<file path="src/rtl/pipe_ctrl_pkg.sv">
`default_nettype none
// ============================================================================
//  Module      : pipe_ctrl_pkg
//  Description : Shared types and constants for the pipeline hazard
//                controller: controller state encoding, the x0 register
//                index and the stall counter width.
//  Revision    : 1.0  initial release
// ============================================================================
package pipe_ctrl_pkg;

  // Controller state: normal flow, or waiting on the multi-cycle mul/div unit
  typedef enum logic [0:0] {
    RUN     = 1'b0,
    MD_WAIT = 1'b1
  } state_t;

  // Architectural zero register; writes to it never create a dependency
  localparam logic [4:0] REG_X0 = 5'd0;

  // Width of the saturating stall-cycle counter
  localparam int STALL_CNT_W = 16;

endpackage : pipe_ctrl_pkg
`default_nettype wire

</file>
<file path="src/rtl/pipe_ctrl_if.sv">
`default_nettype none
// ============================================================================
//  Module      : pipe_ctrl_if
//  Description : Bundle of pipeline-side signals seen by the hazard
//                controller. The slave modport is the controller; the master
//                modport is the pipeline datapath that feeds it and obeys it.
//  Revision    : 1.0  initial release
//
//  Signals
//    rs1_ID, rs2_ID   [4:0]  source registers of the instruction in ID
//    memread_EX              load in EX
//    rd_EX            [4:0]  destination of the instruction in EX
//    branch_taken_EX         redirect resolved in EX
//    muldiv_req_EX           mul/div instruction in EX
//    muldiv_done             one-cycle completion pulse from mul/div unit
//    stall_IF/ID/EX          hold PC, IF/ID, ID/EX
//    flush_ID/EX/MEM         bubble into IF/ID, ID/EX, EX/MEM
//    muldiv_start            one-cycle start pulse to mul/div unit
//    stall_cycles     [15:0] saturating count of cycles with stall_IF=1
// ============================================================================
interface pipe_ctrl_if;

  logic [4:0]                            rs1_ID;
  logic [4:0]                            rs2_ID;
  logic                                  memread_EX;
  logic [4:0]                            rd_EX;
  logic                                  branch_taken_EX;
  logic                                  muldiv_req_EX;
  logic                                  muldiv_done;
  logic                                  stall_IF;
  logic                                  stall_ID;
  logic                                  stall_EX;
  logic                                  flush_ID;
  logic                                  flush_EX;
  logic                                  flush_MEM;
  logic                                  muldiv_start;
  logic [pipe_ctrl_pkg::STALL_CNT_W-1:0] stall_cycles;

  // Pipeline datapath side
  modport master (
    output rs1_ID, rs2_ID, memread_EX, rd_EX, branch_taken_EX,
           muldiv_req_EX, muldiv_done,
    input  stall_IF, stall_ID, stall_EX, flush_ID, flush_EX, flush_MEM,
           muldiv_start, stall_cycles
  );

  // Hazard controller side
  modport slave (
    input  rs1_ID, rs2_ID, memread_EX, rd_EX, branch_taken_EX,
           muldiv_req_EX, muldiv_done,
    output stall_IF, stall_ID, stall_EX, flush_ID, flush_EX, flush_MEM,
           muldiv_start, stall_cycles
  );

endinterface : pipe_ctrl_if
`default_nettype wire

</file>
<file path="src/rtl/pipe_ctrl_hazard_detect.sv">
`default_nettype none
// ============================================================================
//  Module      : hazard_detect
//  Description : Combinational load-use detector. Flags when the load in EX
//                writes a register that the instruction in ID reads. A load
//                targeting x0 never produces a dependency.
//  Revision    : 1.0  initial release
//
//  Ports
//    rs1_id, rs2_id [4:0]  in   source registers of the instruction in ID
//    memread_ex            in   load in EX
//    rd_ex          [4:0]  in   destination of the load in EX
//    load_use              out  load-use dependency present this cycle
// ============================================================================
module hazard_detect
  import pipe_ctrl_pkg::*;
(
  input  wire logic [4:0] rs1_id,
  input  wire logic [4:0] rs2_id,
  input  wire logic       memread_ex,
  input  wire logic [4:0] rd_ex,
  output logic            load_use
);

  logic w_rd_live;
  logic w_src_match;

  assign w_rd_live   = (rd_ex != REG_X0);
  assign w_src_match = (rd_ex == rs1_id) || (rd_ex == rs2_id);
  assign load_use    = memread_ex && w_rd_live && w_src_match;

endmodule : hazard_detect
`default_nettype wire

</file>
<file path="src/rtl/pipe_ctrl.sv">
`default_nettype none
// ============================================================================
//  Module      : pipe_ctrl
//  Description : Pipeline hazard controller. Produces stall and flush
//                controls for load-use hazards, taken branches and
//                multi-cycle mul/div operations, and counts front-end stall
//                cycles in a saturating counter.
//                Priority: MD_WAIT > mul/div request > branch > load-use.
//                All controls are combinational from state and inputs; only
//                the state and stall_cycles are registered.
//  Revision    : 1.0  initial release
//
//  Ports
//    clk           in   pipeline clock, rising edge
//    rst           in   asynchronous active-high reset
//    bus           slave modport of pipe_ctrl_if (see that file)
//
//  Configuration
//    PIPE_CTRL_MULDIV_EN  defined: mul/div start/wait handling enabled.
//                         undefined: MD_WAIT unreachable, muldiv_start,
//                         stall_EX and flush_MEM held at 0, mul/div inputs
//                         ignored.
// ============================================================================
module pipe_ctrl
  import pipe_ctrl_pkg::*;
(
  input  wire logic    clk,
  input  wire logic    rst,
  pipe_ctrl_if.slave   bus
);

  localparam logic [STALL_CNT_W-1:0] c_stall_cnt_max = '1;

  state_t                 r_state;
  state_t                 w_next_state;
  logic [STALL_CNT_W-1:0] r_stall_cycles;
  logic                   w_load_use;

  logic w_stall_if;
  logic w_stall_id;
  logic w_stall_ex;
  logic w_flush_id;
  logic w_flush_ex;
  logic w_flush_mem;
  logic w_muldiv_start;

  hazard_detect u_hazard_detect (
    .rs1_id     (bus.rs1_ID),
    .rs2_id     (bus.rs2_ID),
    .memread_ex (bus.memread_EX),
    .rd_ex      (bus.rd_EX),
    .load_use   (w_load_use)
  );

`ifndef PIPE_CTRL_MULDIV_EN
  // Mul/div inputs have no consumer in this build
  logic w_unused_muldiv;
  assign w_unused_muldiv = bus.muldiv_req_EX ^ bus.muldiv_done;
`endif

  // Control decode. Gated by rst so every control is 0 while reset is held,
  // independent of the clock.
  always_comb begin
    w_next_state   = r_state;
    w_stall_if     = 1'b0;
    w_stall_id     = 1'b0;
    w_stall_ex     = 1'b0;
    w_flush_id     = 1'b0;
    w_flush_ex     = 1'b0;
    w_flush_mem    = 1'b0;
    w_muldiv_start = 1'b0;
    if (!rst) begin
      if (r_state == MD_WAIT) begin
`ifdef PIPE_CTRL_MULDIV_EN
        // Freeze the front of the pipe until the unit reports done; on the
        // done cycle everything advances so the op is not restarted.
        if (bus.muldiv_done) begin
          w_next_state = RUN;
        end else begin
          w_stall_if  = 1'b1;
          w_stall_id  = 1'b1;
          w_stall_ex  = 1'b1;
          w_flush_mem = 1'b1;
        end
`else
        w_next_state = RUN;
`endif
      end
`ifdef PIPE_CTRL_MULDIV_EN
      else if (bus.muldiv_req_EX) begin
        w_muldiv_start = 1'b1;
        w_stall_if     = 1'b1;
        w_stall_id     = 1'b1;
        w_stall_ex     = 1'b1;
        w_flush_mem    = 1'b1;
        w_next_state   = MD_WAIT;
      end
`endif
      else if (bus.branch_taken_EX) begin
        // Wrong-path instructions in IF/ID and ID/EX are discarded, which
        // also makes any load-use stall pointless this cycle.
        w_flush_id = 1'b1;
        w_flush_ex = 1'b1;
      end else if (w_load_use) begin
        w_stall_if = 1'b1;
        w_stall_id = 1'b1;
        w_flush_ex = 1'b1;
      end
    end
  end

  always_ff @(posedge clk or posedge rst) begin
    if (rst) begin
      r_state        <= RUN;
      r_stall_cycles <= '0;
    end else begin
      r_state <= w_next_state;
      if (w_stall_if && (r_stall_cycles != c_stall_cnt_max)) begin
        r_stall_cycles <= r_stall_cycles + 1'b1;
      end
    end
  end

  assign bus.stall_IF     = w_stall_if;
  assign bus.stall_ID     = w_stall_id;
  assign bus.stall_EX     = w_stall_ex;
  assign bus.flush_ID     = w_flush_id;
  assign bus.flush_EX     = w_flush_ex;
  assign bus.flush_MEM    = w_flush_mem;
  assign bus.muldiv_start = w_muldiv_start;
  assign bus.stall_cycles = r_stall_cycles;

endmodule : pipe_ctrl
`default_nettype wire

</file>
<file path="src/flat_wrapper.sv">
// flat-port wrapper written by rule: the top's interface ports become plain ports
module pipe_ctrl_flat import pipe_ctrl_pkg::*;
  (clk, rst, bus_rs1_ID, bus_rs2_ID, bus_memread_EX, bus_rd_EX, bus_branch_taken_EX, bus_muldiv_req_EX, bus_muldiv_done, bus_stall_IF, bus_stall_ID, bus_stall_EX, bus_flush_ID, bus_flush_EX, bus_flush_MEM, bus_muldiv_start, bus_stall_cycles);
  pipe_ctrl_if bus_i ();
  input  wire logic clk;
  input  wire logic rst;
  input wire logic [$bits(bus_i.rs1_ID)-1:0] bus_rs1_ID;
  input wire logic [$bits(bus_i.rs2_ID)-1:0] bus_rs2_ID;
  input wire logic [$bits(bus_i.memread_EX)-1:0] bus_memread_EX;
  input wire logic [$bits(bus_i.rd_EX)-1:0] bus_rd_EX;
  input wire logic [$bits(bus_i.branch_taken_EX)-1:0] bus_branch_taken_EX;
  input wire logic [$bits(bus_i.muldiv_req_EX)-1:0] bus_muldiv_req_EX;
  input wire logic [$bits(bus_i.muldiv_done)-1:0] bus_muldiv_done;
  output wire logic [$bits(bus_i.stall_IF)-1:0] bus_stall_IF;
  output wire logic [$bits(bus_i.stall_ID)-1:0] bus_stall_ID;
  output wire logic [$bits(bus_i.stall_EX)-1:0] bus_stall_EX;
  output wire logic [$bits(bus_i.flush_ID)-1:0] bus_flush_ID;
  output wire logic [$bits(bus_i.flush_EX)-1:0] bus_flush_EX;
  output wire logic [$bits(bus_i.flush_MEM)-1:0] bus_flush_MEM;
  output wire logic [$bits(bus_i.muldiv_start)-1:0] bus_muldiv_start;
  output wire logic [$bits(bus_i.stall_cycles)-1:0] bus_stall_cycles;
  assign bus_i.rs1_ID = bus_rs1_ID;
  assign bus_i.rs2_ID = bus_rs2_ID;
  assign bus_i.memread_EX = bus_memread_EX;
  assign bus_i.rd_EX = bus_rd_EX;
  assign bus_i.branch_taken_EX = bus_branch_taken_EX;
  assign bus_i.muldiv_req_EX = bus_muldiv_req_EX;
  assign bus_i.muldiv_done = bus_muldiv_done;
  assign bus_stall_IF = bus_i.stall_IF;
  assign bus_stall_ID = bus_i.stall_ID;
  assign bus_stall_EX = bus_i.stall_EX;
  assign bus_flush_ID = bus_i.flush_ID;
  assign bus_flush_EX = bus_i.flush_EX;
  assign bus_flush_MEM = bus_i.flush_MEM;
  assign bus_muldiv_start = bus_i.muldiv_start;
  assign bus_stall_cycles = bus_i.stall_cycles;
  pipe_ctrl u_core (.clk(clk), .rst(rst), .bus(bus_i));
endmodule
</file>
<file path="config.mk">
export PLATFORM = sky130hd
export DESIGN_NAME = pipe_ctrl_flat
export DESIGN_NICKNAME = d
export VERILOG_FILES = /design/src/rtl/pipe_ctrl_pkg.sv /design/src/rtl/pipe_ctrl_if.sv /design/src/rtl/pipe_ctrl_hazard_detect.sv /design/src/rtl/pipe_ctrl.sv /design/src/flat_wrapper.sv
export SDC_FILE = /design/constraint.sdc
export NUM_CORES = 1
export LEC_CHECK = 0
export ABC_AREA = 1
export CORE_MARGIN = 5
export CORE_UTILIZATION = 30
export CTS_CLUSTER_SIZE = 40
export DETAILED_ROUTE_END_ITERATION = 6
export SYNTH_ARGS = -nofsm -noshare
export SYNTH_HDL_FRONTEND = slang
export SYNTH_SLANG_ARGS = --single-unit
export TNS_END_PERCENT = 20
</file>
<file path="constraint.sdc">
create_clock -name clk -period 1.6 [get_ports clk]
set_input_delay 0.4 -clock clk [delete_from_list [all_inputs] [get_ports clk]]
set_output_delay 0.4 -clock clk [all_outputs]
set_load 0.005 [all_outputs]
</file>
# After elaboration in Yosys (flattened, before gate mapping)
# Index checks and enable logic that the tools add are counted.
# word_totals
ff_bits,16
in_bits,21
output_inout_bits,23
wordCells,17
# op_classes
n_addsub,1
eq_ne,3
n_mux,7
n_reduce_logical,5
# op_table
operator,count
16-bit by 1-bit adder with 16-bit output (second input constant),1
16-bit != test (second input constant),1
5-bit equality test,2
1-bit 2-to-1 mux,7
5-bit nonzero test,1
1-bit logical AND,3
1-bit logical OR,1

# Logic depth before layout (Yosys ltp)
# Gate-level depths: netlist (run 1).
# depth
depth_word,7
ltp_mapped,11
ltp_nobuf,10

# Hierarchy
# Synthesis (run 1) repeated with hierarchy kept, for this count alone.
# hier_totals
cells_unflattened,201
hier_area_um2,1253.7
# by_module_without_submodules
module,n_inst,cells_per_inst,area_per_inst_um2,seq_area_each_um2
pipe_ctrl,1,156,1058.5,400.4
hazard_detect,1,45,195.2,0.0

# Least setup slack after synthesis (run 1)
# Ideal clock, no wire load.
# synth_timing
kind,reg-to-reg
start,register u_core.r_stall_cycles[0] (netlist: u_core.bus.stall_cycles[0])
end,register u_core.r_stall_cycles[5] (netlist: u_core.bus.stall_cycles[5])
setup_time_ps,117
arrival_time_ps,1396
path_slack_ps,87
stages_incl_launch_ff,10
path_buffers,1
synth_period_minus_slack_ps,1513
path_cell_list,dfrtp_1 -> ha_1 -> nand3_2 -> nor2_2 -> nand3_2 -> inv_1 -> nor2_4 -> buf_6 -> nand2_1 -> nand2_1
# synth_between
elab_chain_cells,2
elab_cells_between_ends,3
cone_classes,add/sub (1); eq/ne (1); reduce/logical (1)
# synth_lines
item,line_no,source
from (decl),pipe_ctrl.sv:36,logic [STALL_CNT_W-1:0] r_stall_cycles;
from (signal assigned),pipe_ctrl.sv:119,r_stall_cycles <= r_stall_cycles + 1'b1;
branches (longest 2 deep; another with 16-bit by 1-bit adder with 16-bit output),--,
# Parallel ways; which one is timed is not known.
# A chain may end at the register's enable or synchronous reset.

# Worst setup path in the final report (run 1)
# layout_timing
start,input port bus_rd_EX[4]
end,output port bus_flush_EX
# layout_between
elab_chain_cells,6
elab_cells_between_ends,9
cone_classes,eq/ne (2); mux (3); reduce/logical (4)
# layout_lines
item,line_no,source
from (decl),flat_wrapper.sv:10,input wire logic [$bits(bus_i.rd_EX)-1:0] bus_rd_EX;
5-bit equality test / 5-bit nonzero test (equally long branches),"pipe_ctrl_hazard_detect.sv:29, pipe_ctrl_hazard_detect.sv:28",
1-bit logical OR / 1-bit logical AND (equally long branches),"pipe_ctrl_hazard_detect.sv:29, pipe_ctrl_hazard_detect.sv:30",
1-bit logical AND *,pipe_ctrl_hazard_detect.sv:30,assign load_use = memread_ex && w_rd_live && w_src_match;
1-bit 2-to-1 mux *,pipe_ctrl.sv:104,end else if (w_load_use) begin
1-bit 2-to-1 mux *,pipe_ctrl.sv:99,else if (bus.branch_taken_EX) begin
1-bit 2-to-1 mux *,pipe_ctrl.sv:72,if (!rst) begin
to (decl),flat_wrapper.sv:18,output wire logic [$bits(bus_i.flush_EX)-1:0] bus_flush_EX;
# Every way passes the cells marked *; elsewhere a longest branch is shown, timed or not.

==> results of run 1 <==
[logic make-up (layout without fill, tap and decap cells)]
kind of cell / count (synthesis) / after routing
AO/OA/AOI/OAI: 2 / 2
XOR/XNOR: 16 / 16
adder cells (fa/ha/maj): 1 / 1
buffers and inverters: 31 / 85
flip-flops: 16 / 16
other: 1 / 3
AND/OR/NAND/NOR: 121 / 122
[stage by stage]
stage	TNS, ns	total power [mW]	hold WS (ns)	std cells	setup slack [ns]
after floorplan	0	0.5339	0.3137	190	0.08748
after global placement	-9.600	0.6686	0.5273	284	-0.8748
after detailed placement	-10.61	0.6698	0.5232	284	-0.9151
after CTS	-0.2532	0.9718	0.4502	292	-0.1035
after global routing	-0.3698	1.048	0.4997	295	-0.1332
final	-0.1342	0.9965	0.4537	295	-0.05051
[critical path, delay by kind of cell]
family	cells	cell delay, ns
simple gates	6	0.44
buf+inv	4	0.34
compound gates	1	0.09
[placed cells by master (no fill, tap or decap)]
cell / Yosys / routed
a21oi_2: 0 / 1
buf_12: 0 / 1
buf_2: 0 / 7
buf_4: 4 / 17
buf_6: 1 / 9
buf_8: 0 / 3
clkbuf_8: 1 / 3
clkdlybuf4s15_2: 0 / 1
clkdlybuf4s50_1: 0 / 1
conb_1: 1 / 3
dfrtp_1: 16 / 13
dfrtp_2: 0 / 3
dlygate4sd2_1: 0 / 12
dlymetal6s2s_1: 0 / 6
ha_1: 1 / 1
inv_1: 23 / 14
inv_2: 2 / 10
inv_6: 0 / 1
nand2_1: 83 / 76
nand2_2: 1 / 7
nand2_4: 0 / 1
nand3_1: 8 / 8
nand3_2: 2 / 2
nand3_4: 1 / 1
nand4_1: 3 / 3
nand4_4: 1 / 2
nor2_1: 15 / 11
nor2_2: 1 / 3
nor2_4: 1 / 3
nor3_1: 5 / 5
o21ai_1: 0 / 1
xnor2_1: 9 / 8
xnor2_2: 0 / 1
xor2_1: 7 / 7
[power by group]
group	switching (mW)	total [mW]	internal (mW)	leakage, nW
Combinational	0.124	0.260	0.136	0.907
Clock	0.141	0.308	0.167	0.0216
Sequential	0.00908	0.428	0.419	0.217
Total	0.274	0.997	0.723	1.15
[final cells by class]
class	count	area (sq um)
inverter	25	98.84
sequential	16	404.1
tap	50	62.56
multi-input combinational	144	783.3
clock buffer	3	41.29
fill	418	2108
timing repair buffer	57	530.5
[metal layers]
layer,part of all wire,routed length (um),vias up
met3,0.065,215,5
met2,0.44,1466,36
met4,0.012,40,0
li1,-,-,680
met1,0.48,1598,567
met5,0,0,-
[how the worst max path moves through the flow]
stage / end / cells past startpoint / slack, ns / start
after detailed placement: bus_flush_EX / 10 / -0.92 / bus_rd_EX[3]
final: bus_flush_EX / 11 / -0.05 / bus_rd_EX[4]
after global placement: bus_flush_EX / 10 / -0.87 / bus_rd_EX[3]
after CTS: bus_flush_EX / 10 / -0.10 / bus_rs2_ID[0]
after floorplan: u_core.bus.stall_cycles[5] / 9 / 0.09 / u_core.bus.stall_cycles[0]
after global routing: bus_flush_EX / 11 / -0.13 / bus_rd_EX[4]
[timing repair]
item | CTS | global route
pin swaps | 23 | 21
endpoints found under the hold margin | 0 | 0
hold buffers | 0 | 0
resized for setup | 105 | 34
gates cloned | 0 | 1
endpoints found under the setup margin | 32 | 24
setup buffers | 5 | 2
==> impl_metrics.ini, run 1 <==
[logic_synthesis]
seq_area_frac_synth = 0.3203
synth_cell_types = 23
synth_warnings = 0
synthAdderAreaFrac = 0.01001
muxShareOfSynthArea = 0
yosysTopAreaCell = dfrtp_1
synth_area_leaders = dfrtp_1, nand2_1, inv_1
avgSynthCellArea_sq_um = 6.649
synthTopCellsByCount = nand2_1, inv_1, dfrtp_1
synth_top_family_by_area = simple AND/OR/NAND/NOR gates
yosys.area_share.simple = 0.4274
synth_edf_count = 0
synth-seq-cells = 16
synth-xor-area-share = 0.1121
synthArstFlopShare = 1.000
synth-compound-area-share = 0.008008
synth_cells = 188
synth_area_sq_um = 1250
synth.top_cell.area_share = 0.3203
yosysMostFrequentCell = nand2_1
synth-main-ff-cell = dfrtp_1

[finish]
syn2layout_area_growth_pct = 53.65
drive_gt1_frac = 0.3102
finish.utilization = 0.4767
largest_reg_flops = 16
design_area_sq_um = 1921
diodes = 0
nNetsFinal = 269

[routing]
num_vias = 1288
drc = 0
ant_nets = 0
wl_per_cell_um = 11.25
drtIter0Drc = 74
dr.pass1.iters = 4
finalWirelength_um = 3320
viasPerCell = 4.366

[grt]
antenna_found_initial = 0
grt_pass1_vias = 1165
grt_start_max_net_pins = 17
gr-usage-met2 = 0.1883
grt_use_met3 = 0.02973
gr-total-overflow = 0
grt_pass1_wl_um = 5154
grt-busiest-layer = met2
met1_usage = 0.1630
globalRouteTotalUtil = 0.1208

[floorplan]
die_area_sq_um = 5558
start_util = 0.3102
die_y_um = 74.55
coreArea_sq_um = 4029
io_pins = 44
num_rows = 23
die_w_um = 74.55

[worst_setup_path]
max_stage_delay_ns = 0.11
cpMaxStageDelayCell = nor2_1
cp_data_arrival_time_ns = 1.25
cp_common_cell = nand2_1
endpoint_kind = output port
cp_cell_sequence = buf_8, inv_2, nand2_1, nand2_1, nor2_1, nand3_1, nand2_2, buf_6, nand2_4, a21oi_2, buf_2
worstSetupStartpointType = primary input
reg2reg_from = u_core.bus.stall_cycles[0]
reg2reg_slack_ns = 0.09
critical_path_required_ns = 1.20
crit_type = primary input to output port
rr_endpoint = u_core.bus.stall_cycles[5]
cp_max_fo = 4
r2r_cells = 9

[cts]
clockBufferDepth = 2
clk_pin_slew_ns = 0.06
htreeDepth = 1
cts_tree = built
cts_root_buf = clkbuf_8
cts_buffers = 3
clkSinkCount = 16
clk_latency_ns = 0.25

[placed_design]
port_buffers = 38
dp_hpwl_um = 2349
gp_congestion = 0.8461
place_area_sq_um = 1748

[worst_hold_path]
hold_path_class = primary input to asynchronous set/reset pin

[timing]
layout_setup_ws_ns = -0.05051
finalSetupViolCount = 3
final_hold_viol_count = 0
min_period_ns = 1.651
fin_crit_sh = 1.032
clock_skew_ns = 0.002328
drv_slew = 0
grt_setup_unrepaired = true
fmax_ghz = 0.6059

[flow_run]
maxCapViolations = 0

[power]
peakVddDrop_uv = 231.0
leakagePower_nw = 1.146
p_per_area_nw_per_um2 = 518.9

[run_status]
status = finished, violations left
failed_checks = negative setup slack
Power figures use the tool's default switching activity.
==> inputs of run 2 (changes only) <==
--- a/config.mk
+++ b/config.mk
@@ -6,10 +6,11 @@
 export NUM_CORES = 1
 export LEC_CHECK = 0
 export ABC_AREA = 1
-export CORE_MARGIN = 5
+export CORE_MARGIN = 3
 export CORE_UTILIZATION = 30
 export CTS_CLUSTER_SIZE = 40
 export DETAILED_ROUTE_END_ITERATION = 6
+export PLACE_DENSITY = 0.65
 export SYNTH_ARGS = -nofsm -noshare
 export SYNTH_HDL_FRONTEND = slang
 export SYNTH_SLANG_ARGS = --single-unit
==> run 2 against run 1 <==
The flow still finishes with violations (negative setup slack). Worst setup slack lost 0.020 ns. Clock skew grew 0.0019 ns. Clock-buffer cell count grew 1. Sequential power is essentially flat. Non-clock buffer count is the same. Sequential share of layout area grew 0.49 points. Register-to-register slack gained 0.04 ns.
==> impl_metrics.ini, run 2 (synthesized netlist as in run 1, its figures left out) <==
[run_status]
status = finished, violations left
failed_checks = negative setup slack

[worst_setup_path]
reg2reg_from = u_core.bus.stall_cycles[0]
crit_family = simple AND/OR/NAND/NOR gates
crit_type = primary input to output port
cp_cell_sequence = buf_6, nand2_1, nand2_1, nor2_1, nand3_1, nand2_2, buf_6, nand2_4, a21oi_2, buf_2
cp.depth = 10
reg2reg_slack_ns = 0.13
critical_path_required_ns = 1.20
r2r_cells = 9
rr_endpoint = u_core.bus.stall_cycles[5]
critical_path_buf_inv_count = 3
worstSetupStartpointType = primary input
cp_max_fo = 4
max_stage_delay_ns = 0.12
endpoint_kind = output port
cpMaxStageDelayCell = buf_2
cp_data_arrival_time_ns = 1.27

[routing]
wl_per_cell_um = 10.56
viasPerCell = 4.300
drc = 0
num_vias = 1260
finalWirelength_um = 3095
drtIter0Drc = 33
dr.pass1.iters = 4
ant_nets = 0

[power]
p_per_area_nw_per_um2 = 554.0
switching_share = 0.2636
clockPowerShare = 0.355
p_int_mw = 0.7682
peakVddDrop_uv = 392.5
p_seq_frac = 0.412
leakagePower_nw = 1.122
pwr-share-comb = 0.233
power_switching_mw = 0.2749

[floorplan]
start_util = 0.3267
die_area_sq_um = 4977
coreArea_sq_um = 3826
num_rows = 22
die_w_um = 70.55
die_y_um = 70.55
io_pins = 44

[finish]
seq_area_sq_um = 405.4
multi_input_area_sq_um = 747.0
largest_reg_flops = 16
nFillCells = 397
diodes = 0
finish.utilization = 0.4922
layout_commonest_cell = nand2_1
nNetsFinal = 268
syn2layout_area_growth_pct = 50.65
final_cell_mix = nand2_1, buf_4, dlygate4sd2_1, inv_1, nor2_1
drive_gt1_frac = 0.2898

[placed_design]
gp_congestion = 0.8775
port_buffers = 38
dp_hpwl_um = 2280

[cts]
cts_buffers = 3
cts_root_buf = clkbuf_8
clk_pin_slew_ns = 0.07
clkSinkCount = 16
clockBufferDepth = 2
cts_tree = built
htreeDepth = 1
clk_latency_ns = 0.26

[timing]
fin_crit_sh = 1.044
min_period_ns = 1.670
fin_tns_setup_ns = -0.1082
layout_setup_ws_ns = -0.07039
finalSetupViolCount = 3
fmax_ghz = 0.5987
final_hold_viol_count = 0
clock_skew_ns = 0.004184
grt_setup_unrepaired = true
fin_hold_ws_ns = 0.4439
drv_slew = 0

[grt]
globalRouteTotalUtil = 0.1289
grt_pass1_wl_um = 5285
antenna_found_initial = 0
grt_start_max_net_pins = 17
grt_pass1_vias = 1256
gr-total-overflow = 0

[worst_hold_path]
hold_path_class = primary input to asynchronous set/reset pin

[flow_run]
maxCapViolations = 0
## run 2: per-stage QoR
step	worst slack [ns]	instance area [sq um]	instances	power, mW
after floorplan	0.08748	1257	190	0.5339
after global placement	-0.8962	1740	283	0.6638
after detailed placement	-0.9038	1740	283	0.6646
after CTS	-0.1119	1782	292	1.032
after global routing	-0.1544	1883	293	1.113
final	-0.07039	1883	293	1.043
## run 2: final cells by class
cell class | count | area share
Sequential cell | 16 | 0.2153
Timing Repair Buffer | 57 | 0.2744
Tap cell | 48 | 0.03189
Multi-Input combinational cell | 143 | 0.3967
Clock buffer | 4 | 0.02924
Inverter | 25 | 0.05249
## run 2: worst register-to-register path: stages (launching register included)
cell	delay [ns]
dfrtp_1	0.37
ha_2	0.21
nand3_2	0.13
nor2_4	0.12
nand3_2	0.11
inv_1	0.11
nor2_4	0.04
buf_4	0.15
nand2_1	0.07
nand2_1	0.05
## run 2: per-layer routing
| layer | wire length, um | vias to the layer above | global-route usage |
|---|---|---|---|
| li1 | - | 675 | - |
| met1 | 1492 | 554 | 0.1670 |
| met2 | 1424 | 27 | 0.2173 |
| met3 | 149 | 4 | 0.03125 |
| met4 | 27 | 0 | 0.03132 |
| met5 | 0 | - | 0 |
## run 2: power groups by stage
| stage | Combinational (mW) | Clock (mW) | Sequential (mW) |
|---|---|---|---|
| 4_1_cts | 0.220 | 0.384 | 0.428 |
| 3_3_place_gp | 0.228 | 0 | 0.435 |
| 6_report | 0.243 | 0.371 | 0.430 |
| 2_1_floorplan | 0.0877 | 0 | 0.446 |
| 3_5_place_dp | 0.230 | 0 | 0.435 |
| 5_1_grt | 0.276 | 0.406 | 0.432 |
## run 2: timing repair
action	CTS	global route
setup buffers	5	1
setup endpoints to repair	33	23
hold buffers	0	0
gates resized for setup	109	29
pin swaps	22	16
## run 2: worst max-delay path by stage
stage / startpoint / to / slack (ns)
2_1_floorplan: u_core.bus.stall_cycles[0] / u_core.bus.stall_cycles[5] / 0.09
3_3_place_gp: bus_rd_EX[4] / bus_flush_EX / -0.90
3_5_place_dp: bus_rd_EX[4] / bus_flush_EX / -0.90
4_1_cts: bus_rs2_ID[0] / bus_flush_EX / -0.11
5_1_grt: bus_rd_EX[4] / bus_flush_EX / -0.15
6_report: bus_rd_EX[4] / bus_flush_EX / -0.07
==> inputs of run 3 (changes only) <==
--- a/config.mk
+++ b/config.mk
@@ -7,10 +7,10 @@
 export LEC_CHECK = 0
 export ABC_AREA = 1
 export CORE_MARGIN = 3
-export CORE_UTILIZATION = 30
+export CORE_UTILIZATION = 45
 export CTS_CLUSTER_SIZE = 40
 export DETAILED_ROUTE_END_ITERATION = 6
-export PLACE_DENSITY = 0.65
+export PLACE_DENSITY = 0.88
 export SYNTH_ARGS = -nofsm -noshare
 export SYNTH_HDL_FRONTEND = slang
 export SYNTH_SLANG_ARGS = --single-unit
==> run 3 against run 2 <==
Combinational power up 12%. Clock power down 40%. Largest cell class unchanged. The run still ends with negative setup slack left. Worst setup slack worse by 0.058 ns. Largest power group unchanged. Via count up 8.6%. Clock skew about the same. Final cell count down 5.8%. Sequential power about the same. First-iteration DRC count up 42%.
==> impl_metrics.ini, run 3 (synthesized netlist as in run 1, its figures left out) <==
[routing]
drtIter0Drc = 47
dr.pass1.iters = 4
finalWirelength_um = 3518
ant_nets = 0
wl_per_cell_um = 12.75
viasPerCell = 4.957
num_vias = 1368
drc = 0

[run_status]
status = finished, violations left
failed_checks = negative setup slack

[cts]
cts_hold_buf = 0
cts_root_buf = clkbuf_4
cts_buffers = 3
cts_tree = built
clk_pin_slew_ns = 0.10
clkSinkCount = 16
clk_latency_ns = 0.29
clockBufferDepth = 2
htreeDepth = 1

[worst_setup_path]
cp_data_arrival_time_ns = 1.33
cp_max_fo = 3
critical_path_required_ns = 1.20
crit_type = primary input to output port
endpoint_kind = output port
worstSetupStartpointType = primary input

[power]
clockPowerShare = 0.242
pwr-share-comb = 0.294
leakagePower_nw = 1.064
switching_share = 0.2973
power_switching_mw = 0.2741
p_int_mw = 0.6477
p_per_area_nw_per_um2 = 499.8
p_seq_frac = 0.464
total_power_mw = 0.9218
peakVddDrop_uv = 669.5

[placed_design]
gp_congestion = 0.9167
dp_hpwl_um = 2286
port_buffers = 38

[floorplan]
start_util = 0.4868
coreArea_sq_um = 2567
die_w_um = 58.71
io_pins = 44
die_area_sq_um = 3446
num_rows = 18
die_y_um = 58.71

[finish]
finish.utilization = 0.7183
diodes = 0
largest_reg_flops = 16
nFillCells = 204
nNetsFinal = 270
syn2layout_area_growth_pct = 47.55
drive_gt1_frac = 0.2886
layout_commonest_cell = nand2_1
final_cell_mix = nand2_1, dlygate4sd2_1, inv_1, buf_6, buf_4

[grt]
gr-total-overflow = 0
grt_pass1_vias = 1336
grt_pass1_wl_um = 5658
globalRouteTotalUtil = 0.2101
antenna_found_initial = 0
grt_start_max_net_pins = 17

[timing]
min_period_ns = 1.729
clock_skew_ns = 0.004350
fmax_ghz = 0.5784
grt_setup_unrepaired = true
fin_crit_sh = 1.081
layout_setup_ws_ns = -0.1289
final_hold_viol_count = 0
drv_slew = 0
finalSetupViolCount = 19

[worst_hold_path]
hold_path_class = primary input to asynchronous set/reset pin

[flow_run]
maxCapViolations = 0
==> run 3: final timing paths <==
check                                      startpoint                          end  slack [ns]  cells after the start
min in group clk           u_core.bus.stall_cycles[8]   u_core.bus.stall_cycles[8]        0.54                      2
min                                               rst  u_core.bus.stall_cycles[12]        0.43                      4
max                                      bus_rd_EX[3]                 bus_flush_EX       -0.13                     11
max in group asynchronous                         rst   u_core.bus.stall_cycles[2]        0.97                      4
max reg2reg                u_core.bus.stall_cycles[0]  u_core.bus.stall_cycles[14]        0.03                     10
min reg2reg                u_core.bus.stall_cycles[8]   u_core.bus.stall_cycles[8]        0.54                      2
==> run 3: timing repair <==
action,CTS,global route
buffers inserted,6,2
pin swaps,21,15
endpoints found under the setup margin,36,19
endpoints found under the hold margin,0,0
gates resized for setup,118,20
==> run 3: cell type report <==
type / instances / area [sq um] / area share
Multi-Input combinational cell: 143 / 762.0 / 0.4132
Timing Repair Buffer: 59 / 518.0 / 0.2809
Sequential cell: 16 / 405.4 / 0.2198
Inverter: 25 / 98.84 / 0.05360
Tap cell: 30 / 37.54 / 0.02035
Clock buffer: 3 / 22.52 / 0.01221
==> run 3: critical path, cell delays in order <==
cell and delay, ns:
buf_6 0.08, inv_2 0.04, nand2_2 0.05, nand2_1 0.06
nor2_1 0.12, nand3_1 0.11, nand2_2 0.11, buf_6 0.11
nand2_4 0.04, a21oi_2 0.10, buf_2 0.11
==> run 3: through the flow <==
stage	setup TNS (ns)	hold WS, ns	std cells	instance area (sq um)	worst slack [ns]
finish	-0.8408	0.4279	276	1844	-0.1289
CTS	-0.1051	0.4347	274	1745	-0.08455
global route	-3.021	0.4635	276	1844	-0.2443
floorplan	0	0.3137	190	1257	0.08748
detailed placement	-10.39	0.5202	265	1718	-0.9275
global placement	-9.605	0.5202	265	1718	-0.8842
==> run 3: power by group through the flow <==
stage          Sequential [mW]  Clock (mW)  Combinational, mW
2_1_floorplan            0.446           0             0.0877
3_3_place_gp             0.435           0              0.229
3_5_place_dp             0.435           0              0.233
4_1_cts                  0.426       0.220              0.243
5_1_grt                  0.431       0.241              0.295
6_report                 0.428       0.223              0.271
==> run 3: metal layers <==
layer | wire length [um] | global-route usage | up-vias
met1 | 1418 | 0.2524 | 632
met4 | 42 | 0.03236 | 0
met2 | 1838 | 0.3844 | 50
met5 | 0 | 0 | -
met3 | 220 | 0.05263 | 6
li1 | - | - | 680
